File: config.mk
export PLATFORM = sky130hd
export DESIGN_NAME = alu_control_unit
export DESIGN_NICKNAME = d
export VERILOG_FILES = /design/src/rtl/alu_control_unit_pkg.sv /design/src/rtl/regfile_4x4.sv /design/src/rtl/alu_control_unit.sv
export SDC_FILE = /design/constraint.sdc
export NUM_CORES = 1
export LEC_CHECK = 0
export ABC_AREA = 1
export CORE_UTILIZATION = 40
export DETAILED_ROUTE_END_ITERATION = 8
export PLACE_DENSITY = 0.68
export RECOVER_POWER = 25
export SLEW_MARGIN = 20
export SYNTH_ARGS = -nofsm -noshare
export SYNTH_HDL_FRONTEND = slang
export SYNTH_SLANG_ARGS = --single-unit
export TNS_END_PERCENT = 1
File: constraint.sdc
create_clock -name clk -period 1.46 [get_ports clk]
set_clock_uncertainty 0.15 [all_clocks]
set_input_delay 0.219 -clock clk [delete_from_list [all_inputs] [get_ports clk]]
set_output_delay 0.219 -clock clk [all_outputs]
set_load 0.01 [all_outputs]
File: src/rtl/alu_control_unit_pkg.sv
// Shared types and constants for the ALU control unit: FSM encoding, instruction
// field layout, ALU opcodes and datapath widths.
package alu_control_unit_pkg;

  localparam int DATA_W    = 4;
  localparam int REG_IDX_W = 2;
  localparam int OPC_W     = 3;
  localparam int INSTR_W   = 14;

  // Instruction field bit positions (LSB of each field)
  localparam int OPC_LSB     = 11;
  localparam int RD_LSB      = 9;
  localparam int RA_LSB      = 7;
  localparam int RB_LSB      = 5;
  localparam int IMM_SEL_BIT = 4;
  localparam int IMM_LSB     = 0;

  localparam logic [OPC_W-1:0] ALU_ADD   = 3'b000;
  localparam logic [OPC_W-1:0] ALU_SUB   = 3'b001;
  localparam logic [OPC_W-1:0] ALU_AND   = 3'b010;
  localparam logic [OPC_W-1:0] ALU_SHIFT = 3'b011;
  localparam logic [OPC_W-1:0] ALU_OR    = 3'b100;
  localparam logic [OPC_W-1:0] ALU_XOR   = 3'b101;

  typedef enum logic [1:0] {
    ST_IDLE  = 2'd0,
    ST_ISSUE = 2'd1,
    ST_RESP  = 2'd2
  } state_e;

  typedef struct packed {
    logic [OPC_W-1:0]     opcode;
    logic [REG_IDX_W-1:0] rd;
    logic [REG_IDX_W-1:0] ra;
    logic [REG_IDX_W-1:0] rb;
    logic                 imm_sel;
    logic [DATA_W-1:0]    imm;
  } instr_t;

  function automatic instr_t decode_instr(input logic [INSTR_W-1:0] raw);
    instr_t d;
    d.opcode  = raw[OPC_LSB +: OPC_W];
    d.rd      = raw[RD_LSB +: REG_IDX_W];
    d.ra      = raw[RA_LSB +: REG_IDX_W];
    d.rb      = raw[RB_LSB +: REG_IDX_W];
    d.imm_sel = raw[IMM_SEL_BIT];
    d.imm     = raw[IMM_LSB +: DATA_W];
    return d;
  endfunction

endpackage

File: src/rtl/regfile_4x4.sv
// Four 4-bit registers: two combinational read ports, one synchronous write port,
// synchronous active-high reset clearing every entry.
module regfile_4x4
  import alu_control_unit_pkg::*;
(
  input  logic                 clk,
  input  logic                 reset,
  input  logic [REG_IDX_W-1:0] ra_idx,
  input  logic [REG_IDX_W-1:0] rb_idx,
  output logic [DATA_W-1:0]    ra_data,
  output logic [DATA_W-1:0]    rb_data,
  input  logic                 wr_en,
  input  logic [REG_IDX_W-1:0] wr_idx,
  input  logic [DATA_W-1:0]    wr_data
);

  logic [DATA_W-1:0] mem_q [4];
  logic [DATA_W-1:0] mem_d [4];

  always_comb begin
    for (int i = 0; i < 4; i++) mem_d[i] = mem_q[i];
    if (wr_en) mem_d[wr_idx] = wr_data;
  end

  always_ff @(posedge clk) begin
    if (reset) begin
      for (int i = 0; i < 4; i++) mem_q[i] <= '0;
    end else begin
      for (int i = 0; i < 4; i++) mem_q[i] <= mem_d[i];
    end
  end

  assign ra_data = mem_q[ra_idx];
  assign rb_data = mem_q[rb_idx];

endmodule

File: src/rtl/alu_control_unit.sv
// Sequences one instruction at a time through an external ALU: IDLE accepts,
// ISSUE drives the ALU for one cycle and writes back, RESP holds the result.
module alu_control_unit
  import alu_control_unit_pkg::*;
(
  input  logic                 clk,
  input  logic                 reset,
  input  logic                 instr_valid,
  output logic                 instr_ready,
  input  logic [INSTR_W-1:0]   instr,
  output logic [OPC_W-1:0]     alu_opcode,
  output logic [DATA_W-1:0]    alu_a,
  output logic [DATA_W-1:0]    alu_b,
  input  logic [DATA_W-1:0]    alu_result,
  input  logic                 alu_zero,
  input  logic                 alu_overflow,
  output logic                 res_valid,
  input  logic                 res_ready,
  output logic [DATA_W-1:0]    res_data,
  output logic                 res_zero,
  output logic                 res_overflow,
  output logic [REG_IDX_W-1:0] res_rd,
  output logic [7:0]           instr_count
);

  // Both handshakes are plain valid/ready: a transfer happens on a rising edge
  // where valid and ready are both high; the producer holds its payload until then.

  state_e               state_q, state_d;
  instr_t               dec;
  logic [REG_IDX_W-1:0] rd_q, rd_d;
  logic [OPC_W-1:0]     alu_opcode_q, alu_opcode_d;
  logic [DATA_W-1:0]    alu_a_q, alu_a_d, alu_b_q, alu_b_d;
  logic                 res_valid_q, res_valid_d;
  logic [DATA_W-1:0]    res_data_q, res_data_d;
  logic                 res_zero_q, res_zero_d, res_overflow_q, res_overflow_d;
  logic [REG_IDX_W-1:0] res_rd_q, res_rd_d;
  logic [7:0]           count_q, count_d;
  logic [DATA_W-1:0]    ra_data, rb_data;
  logic                 wr_en;

  assign dec = decode_instr(instr);

  // Operands are read from the incoming instruction while in IDLE; any earlier
  // writeback has already landed, since the previous ISSUE has completed.
  regfile_4x4 u_regfile (
    .clk     (clk),
    .reset   (reset),
    .ra_idx  (dec.ra),
    .rb_idx  (dec.rb),
    .ra_data (ra_data),
    .rb_data (rb_data),
    .wr_en   (wr_en),
    .wr_idx  (rd_q),
    .wr_data (alu_result)
  );

  always_comb begin
    state_d        = state_q;
    rd_d           = rd_q;
    alu_opcode_d   = alu_opcode_q;
    alu_a_d        = alu_a_q;
    alu_b_d        = alu_b_q;
    res_valid_d    = res_valid_q;
    res_data_d     = res_data_q;
    res_zero_d     = res_zero_q;
    res_overflow_d = res_overflow_q;
    res_rd_d       = res_rd_q;
    count_d        = count_q;
    wr_en          = 1'b0;
    case (state_q)
      ST_IDLE: begin
        if (instr_valid) begin
          state_d      = ST_ISSUE;
          rd_d         = dec.rd;
          alu_opcode_d = dec.opcode;
          alu_a_d      = ra_data;
          alu_b_d      = dec.imm_sel ? dec.imm : rb_data;
        end
      end
      ST_ISSUE: begin
        wr_en          = 1'b1;
        res_valid_d    = 1'b1;
        res_data_d     = alu_result;
        res_zero_d     = alu_zero;
        res_overflow_d = alu_overflow;
        res_rd_d       = rd_q;
        state_d        = ST_RESP;
      end
      ST_RESP: begin
        if (res_ready) begin
          res_valid_d = 1'b0;
          count_d     = count_q + 8'd1;
          state_d     = ST_IDLE;
        end
      end
      default: state_d = ST_IDLE;
    endcase
  end

  always_ff @(posedge clk) begin
    if (reset) begin
      state_q        <= ST_IDLE;
      rd_q           <= '0;
      alu_opcode_q   <= '0;
      alu_a_q        <= '0;
      alu_b_q        <= '0;
      res_valid_q    <= 1'b0;
      res_data_q     <= '0;
      res_zero_q     <= 1'b0;
      res_overflow_q <= 1'b0;
      res_rd_q       <= '0;
      count_q        <= '0;
    end else begin
      state_q        <= state_d;
      rd_q           <= rd_d;
      alu_opcode_q   <= alu_opcode_d;
      alu_a_q        <= alu_a_d;
      alu_b_q        <= alu_b_d;
      res_valid_q    <= res_valid_d;
      res_data_q     <= res_data_d;
      res_zero_q     <= res_zero_d;
      res_overflow_q <= res_overflow_d;
      res_rd_q       <= res_rd_d;
      count_q        <= count_d;
    end
  end

  assign instr_ready  = (state_q == ST_IDLE);
  assign alu_opcode   = alu_opcode_q;
  assign alu_a        = alu_a_q;
  assign alu_b        = alu_b_q;
  assign res_valid    = res_valid_q;
  assign res_data     = res_data_q;
  assign res_zero     = res_zero_q;
  assign res_overflow = res_overflow_q;
  assign res_rd       = res_rd_q;
  assign instr_count  = count_q;

endmodule
# Word-level counts from Yosys, hierarchy flattened
# Memory sizes are Yosys's and may differ from the RTL's. A register that Yosys moved wholly into a read port is not among the register bits.
# Cells that the tools add are included.
dict set report word_totals {
  register_bits 28
  word_cells 48
  ramBits 16
  mem_count 1
  in_bits 24
  output_inout_bits 29
}
dict set report classes {
  mux 18
  bitwise 5
  eq_ne 4
  add_sub_neg 1
  n_lt_le_gt_ge 2
  n_reduce_logical 7
}
# name words word_bits read_ports rd_ports_with_merged_regs wr line
set memory_table {}
lappend memory_table {u_regfile.mem_q 4 4 6 1 4 regfile_4x4.sv:17} ;# logic [DATA_W-1:0] mem_q [4];
# cell n
set ops {}
lappend ops {{$mux 4} 6}
lappend ops {{$bwmux 16} 1}
lappend ops {{$mux 16} 1}
lappend ops {{$add 8x1->8 const B} 1}
lappend ops {{$demux 4 s2} 1}
lappend ops {{$reduce_and 2->1} 4}
lappend ops {{$pmux 2 s3} 1}
lappend ops {{$mux 1} 5}
lappend ops {{$mux 2} 2}
lappend ops {{$ne 2x2->1 const B} 2}
lappend ops {{$or 1x1->1} 4}
lappend ops {{$ge 3x3->1 const B} 1}
lappend ops {{$lt 3x1->1 const B} 1}
lappend ops {{$not 2->3} 1}
lappend ops {{$eq 2x1->1 const B} 1}
lappend ops {{$eq 2x2->1 const B} 1}
lappend ops {{$logic_not 2->1} 1}
lappend ops {{$pmux 1 s2} 1}
lappend ops {{$reduce_bool 2->1} 1}
lappend ops {{$logic_and 1x1->1} 1}

# Depth between registers and ports, before layout
dict set report depth {
  depth_word 8
  mapped_depth 8
  depth_no_buf 7
}

# By module
# A second synthesis with hierarchy kept.
dict set report hier_totals {
  cells_unflattened 317
  area_unflattened_um2 2209.6
}
# module instances area_per_inst_um2 seq_area_each_um2 cells_per_inst
set by_module_without_submodules {}
lappend by_module_without_submodules {alu_control_unit 1 1247.4 640.6 166}
lappend by_module_without_submodules {regfile_4x4 1 962.2 320.3 151}

# Worst setup path before layout
# No wires, ideal clock.
dict set report synth_timing {
  path_type {reg-to-reg}
  start {register count_q[0], in the netlist instr_count[0]}
  end {register count_q[6], in the netlist instr_count[6]}
  path_buffers 0
  path_stages_with_launch 7
  required_time_ps 1199
  t_arrival_ps 1021
  path_slack_ps 178
  setup_ps 111
  period_less_slack_ps 1282
  path_cell_list {dfxtp_1 ha_1 inv_1 nor3_2 nand3_1 nand2_1 nor2_1}
}
dict set report synth_via {
  elab_chain_len 1
}
# element line
set synth_lines {}
lappend synth_lines {{from (decl)} alu_control_unit.sv:38} ;# logic [7:0] count_q, count_d;
lappend synth_lines {{from (signal assigned)} alu_control_unit.sv:125} ;# count_q <= count_d;
lappend synth_lines {{$add 8x1->8} alu_control_unit.sv:93} ;# count_d = count_q + 8'd1;
# Every way passes these cells.
# A chain may end at the register's enable or synchronous reset.

# Final worst setup path
dict set report layout_timing {
  start {register state_q[0]}
  end {output instr_ready}
}
dict set report layout_via {
  elab_chain_len 1
}
# element line
set layout_lines {}
lappend layout_lines {{from (decl)} alu_control_unit.sv:29} ;# state_e state_q, state_d;
lappend layout_lines {{from (signal assigned)} alu_control_unit.sv:115} ;# state_q <= state_d;
lappend layout_lines {{$logic_not 2->1} alu_control_unit.sv:129} ;# assign instr_ready = (state_q == ST_IDLE);
lappend layout_lines {{to (decl)} alu_control_unit.sv:9} ;# output logic instr_ready,
# Every way passes these cells.

==> results.txt <==
* Worst-case setup slack after placement: -0.08239 ns
- The critical path in this run is classified as flop to primary output.
* Leak Pwr: 1.289 nW
- In this run the power density over the cells is 993.2 nW/um2.
- STA classifies the critical path startpoint as a flop.
- DP HPWL: 3538 um
* Critical path cell sequence: nor2_2 > clkdlybuf4s15_1
- Antenna diode count: 0
- At the later pin of the worst-skew pair, clock insertion delay measures 0.30 ns.
- Gp weighted congestion: 0.8051
* Vias in the first global route: 1792
* Final number of hold-violating endpoints: 0
- Cell variety after synth: 31
- Number of iterations in the first detailed-routing pass: 4
- In the finished design, the share of the clock period the worst path needs comes to 94.87%.
- The share of the Yosys chip area taken by registers is 45.36%.
* Fraction of layout instances using a drive strength above 1: 11.61%
- Cell taking the most area after synthesis: dfxtp_1
* Number of instances in the placed design: 415
* Crit path max fanout: 3
- Maximum number of pins on one net before global-route repair: 33
- Largest incremental delay on the critical path: 0.35 ns
* Number of nets in the final layout: 377
* Simple-gate area share of the yosys netlist: 27.53%
- Leading post-synthesis cells by instance count: nor2_1 (57), dfxtp_1 (48), nand2_1 (33), o21ai_0 (33), inv_1 (28)
* Number of buffers added for setup after CTS: 0
- Top post-synthesis cells by area: dfxtp_1 (45%), nor2_1 (10%), o21ai_0 (7.8%), a21oi_1 (5.9%), nand2_1 (5.8%)
- Final hold analysis gives a worst-case slack of 0.3171 ns.
- Remaining antenna violation count after routing: 0
* EDFF count, synth: 0
* Tmin final: 1.385 ns
- The floorplan has 26 rows.
- Clock tree from TritonCTS: done
- The tree built by TritonCTS fans out to 48 sinks.
- Mapped Avg Cell Area: 7.304 um2
- Setup violations remaining at the end of the flow were counted as 0.
- Once the floorplan was initialized, standard cells occupied 41.47% of the core.
- Number of vias after detailed routing: 1972
- Die H: 74.77 um
* Slew HR: 77.67%
* Most frequently used cell type in the post-synthesis netlist: nor2_1
- Post-detailed-route via-to-cell ratio: 4.662
- Worst min-delay path category: flop to flop
- IO Pins: 53
* Post-route setup TNS: 0 ns
- Global routing used 18.92% of the available tracks across all layers.
- Maximum clock rate: 0.7220 GHz
- Mux contribution to synthesized area: 0%
* Xor and xnor area share after synthesis: 0.4135%
* Unrepaired setup endpoints after global routing: yes
* Post-Synthesis Net Count: 315
- The slowest stage of the critical path belongs to the cell dfxtp_1.
- Data arrives at the worst endpoint at 1.02 ns.
- Synth Register Bits: 48
* Yosys top cell area share: 45.36%
- The first global-routing pass estimated 8038 um of wire.
- Horiz. Die Dim: 74.77 um
* Max-Cap Viols: 0
- Cell at the root of the clock tree: clkbuf_8
* Number of antenna violations at the first check in global routing: 0
* Largest family of logic cells by synthesized area: simple AND/OR/NAND/NOR gates
- Crit path required time: 1.09 ns
* Post-Syn Instances: 290
- Among all flip-flop cells after synthesis, the most frequent one is dfxtp_1.
- No sink is reached through more buffers than the 2 on the longest clock path.
- Remaining global-route overflow: 0
- Yosys printed 0 warnings.
- Number of port buffers: 52
- From synthesis to final layout, the design area changed by 36.15%.
* Area enclosed by the die boundary: 5591 um2
- Clock-pin slew was measured on the worst setup and hold paths at 0.09 ns.
* Post-route DRC: 0
- The mapped netlist covers 2118 um2.
- The flow ran to the end, and the final reports show no timing, DRC or antenna violations.
- Slew of the pin with the lowest slew margin: 0.3345 ns
* PnR worst setup slack: 0.07494 ns
- In this run, the number of DRC markers left after iteration 0 of detailed routing was 78.
- The worst setup path is captured at a primary output.
- Pins Over Slew Limit: 0
- CTS built an H-tree with a depth of 2.
- Fraction of the mapped netlist area in adder cells: 0.5907%
* Compound-gate portion of the synthesized area: 17.37%
* Number of clock buffers inserted by TritonCTS: 5
* Core area: 5107 um2
- After detailed routing, the average wire length per cell comes to 11.55 um.
- Worst IR Drop VDD: 0.5610 mV
- Final WL: 4885 um
- CTS hold repair buffers: 0
* Cell Count, Final, Fillers Out: 423
- Counting flops with an async set or reset pin after synthesis yields a share of 0%.
sequential cells by signal (all words and copies together), names as in the netlist:
| signal | flops |
|---|---|
| u_regfile.mem_q | 16 |
| instr_count | 8 |
| alu_a | 4 |
| alu_b | 4 |
| res_data | 4 |
| alu_opcode | 3 |
| rd_q | 2 |
| res_rd | 2 |
| state_q | 2 |
| res_overflow | 1 |
| res_valid | 1 |
| res_zero | 1 |
timing repair:
item / in CTS / in global routing
setup endpoints to repair: 29 / 3
gates resized for setup: 31 / 3
hold endpoints to repair: 0 / 0
per-stage QoR:
step                utilization [%]  instance area, um2  power (mW)
floorplan                         -                2118       1.701
global placement              54.88                2803       1.948
detailed placement            54.88                2803       1.953
CTS                           56.52                2887       2.896
global route                  56.47                2884       3.009
finish                        56.47                2884       2.864
kinds of logic (layout without fill, tap and decap cells):
logic type                 Yosys count  in the layout
DFF                                 48             48
adders and majority gates            1              1
AOI/OAI and AO/OA                   70             70
xor gates and xnor gates             1              1
buffers and inverters               45            108
and+or+nand+nor                    125            125
area by class of cell:
cell class	count	area [um2]
Clock buffer	5	68.82
Clock inverter	3	46.29
Fill cell	494	2223
Inverter	33	123.9
Multi-Input combinational cell	197	972.2
Sequential cell	48	964.7
Tap cell	70	87.58
Timing Repair Buffer	67	620.6
path summary, 6_finish.rpt:
kind	startpoint	endpoint	slack, ns	cells past startpoint
max	state_q[0]$_SDFFE_PP0P_	instr_ready	0.07	2
min	res_valid$_SDFFE_PP0P_	res_valid$_SDFFE_PP0P_	0.32	2
max reg2reg	state_q[0]$_SDFFE_PP0P_	rd_q[1]$_SDFFE_PP0P_	0.13	6
min reg2reg	res_valid$_SDFFE_PP0P_	res_valid$_SDFFE_PP0P_	0.32	2
per-layer routing:
metal  vias to the layer above  share of wire [%]  track usage [%]
met2                        44                 47            33.43
li1                       1064                  -                -
met3                         5                3.8            3.748
met5                         -                  0                0
met4                         0               0.96            5.031
met1                       859                 48            23.51
critical path, delay by kind of cell (launching register included):
family / cells / cell delay (ns)
flops: 1 / 0.35
buf+inv: 1 / 0.24
simple gates: 1 / 0.13
power breakdown:
group          total, mW  leakage [nW]  switching (mW)  internal, mW
Clock              0.981        0.0548           0.465         0.516
Combinational      0.453         0.841           0.235         0.218
Sequential          1.43         0.394          0.0501          1.38
Total               2.86          1.29           0.750          2.11
layout by cell type, fill, tap and decap left out, drive strengths merged:
cell type | netlist | final
nand3 | 23 | 23
o21bai | 2 | 2
ha | 1 | 1
clkdlybuf4s15 | 0 | 1
buf | 6 | 13
nor3 | 2 | 2
o21a | 1 | 1
nand4 | 1 | 1
inv | 33 | 34
nand3b | 1 | 1
o21ai | 38 | 38
xor2 | 1 | 1
clkinvlp | 0 | 1
bufinv | 0 | 1
nand2 | 37 | 37
nor2 | 61 | 61
dlymetal6s4s | 0 | 1
clkdlybuf4s50 | 0 | 23
o211ai | 4 | 4
a21oi | 25 | 25
dfxtp | 48 | 48
clkbuf | 6 | 7
dlygate4sd2 | 0 | 27
Note: power is estimated with default switching activity, not from simulation.
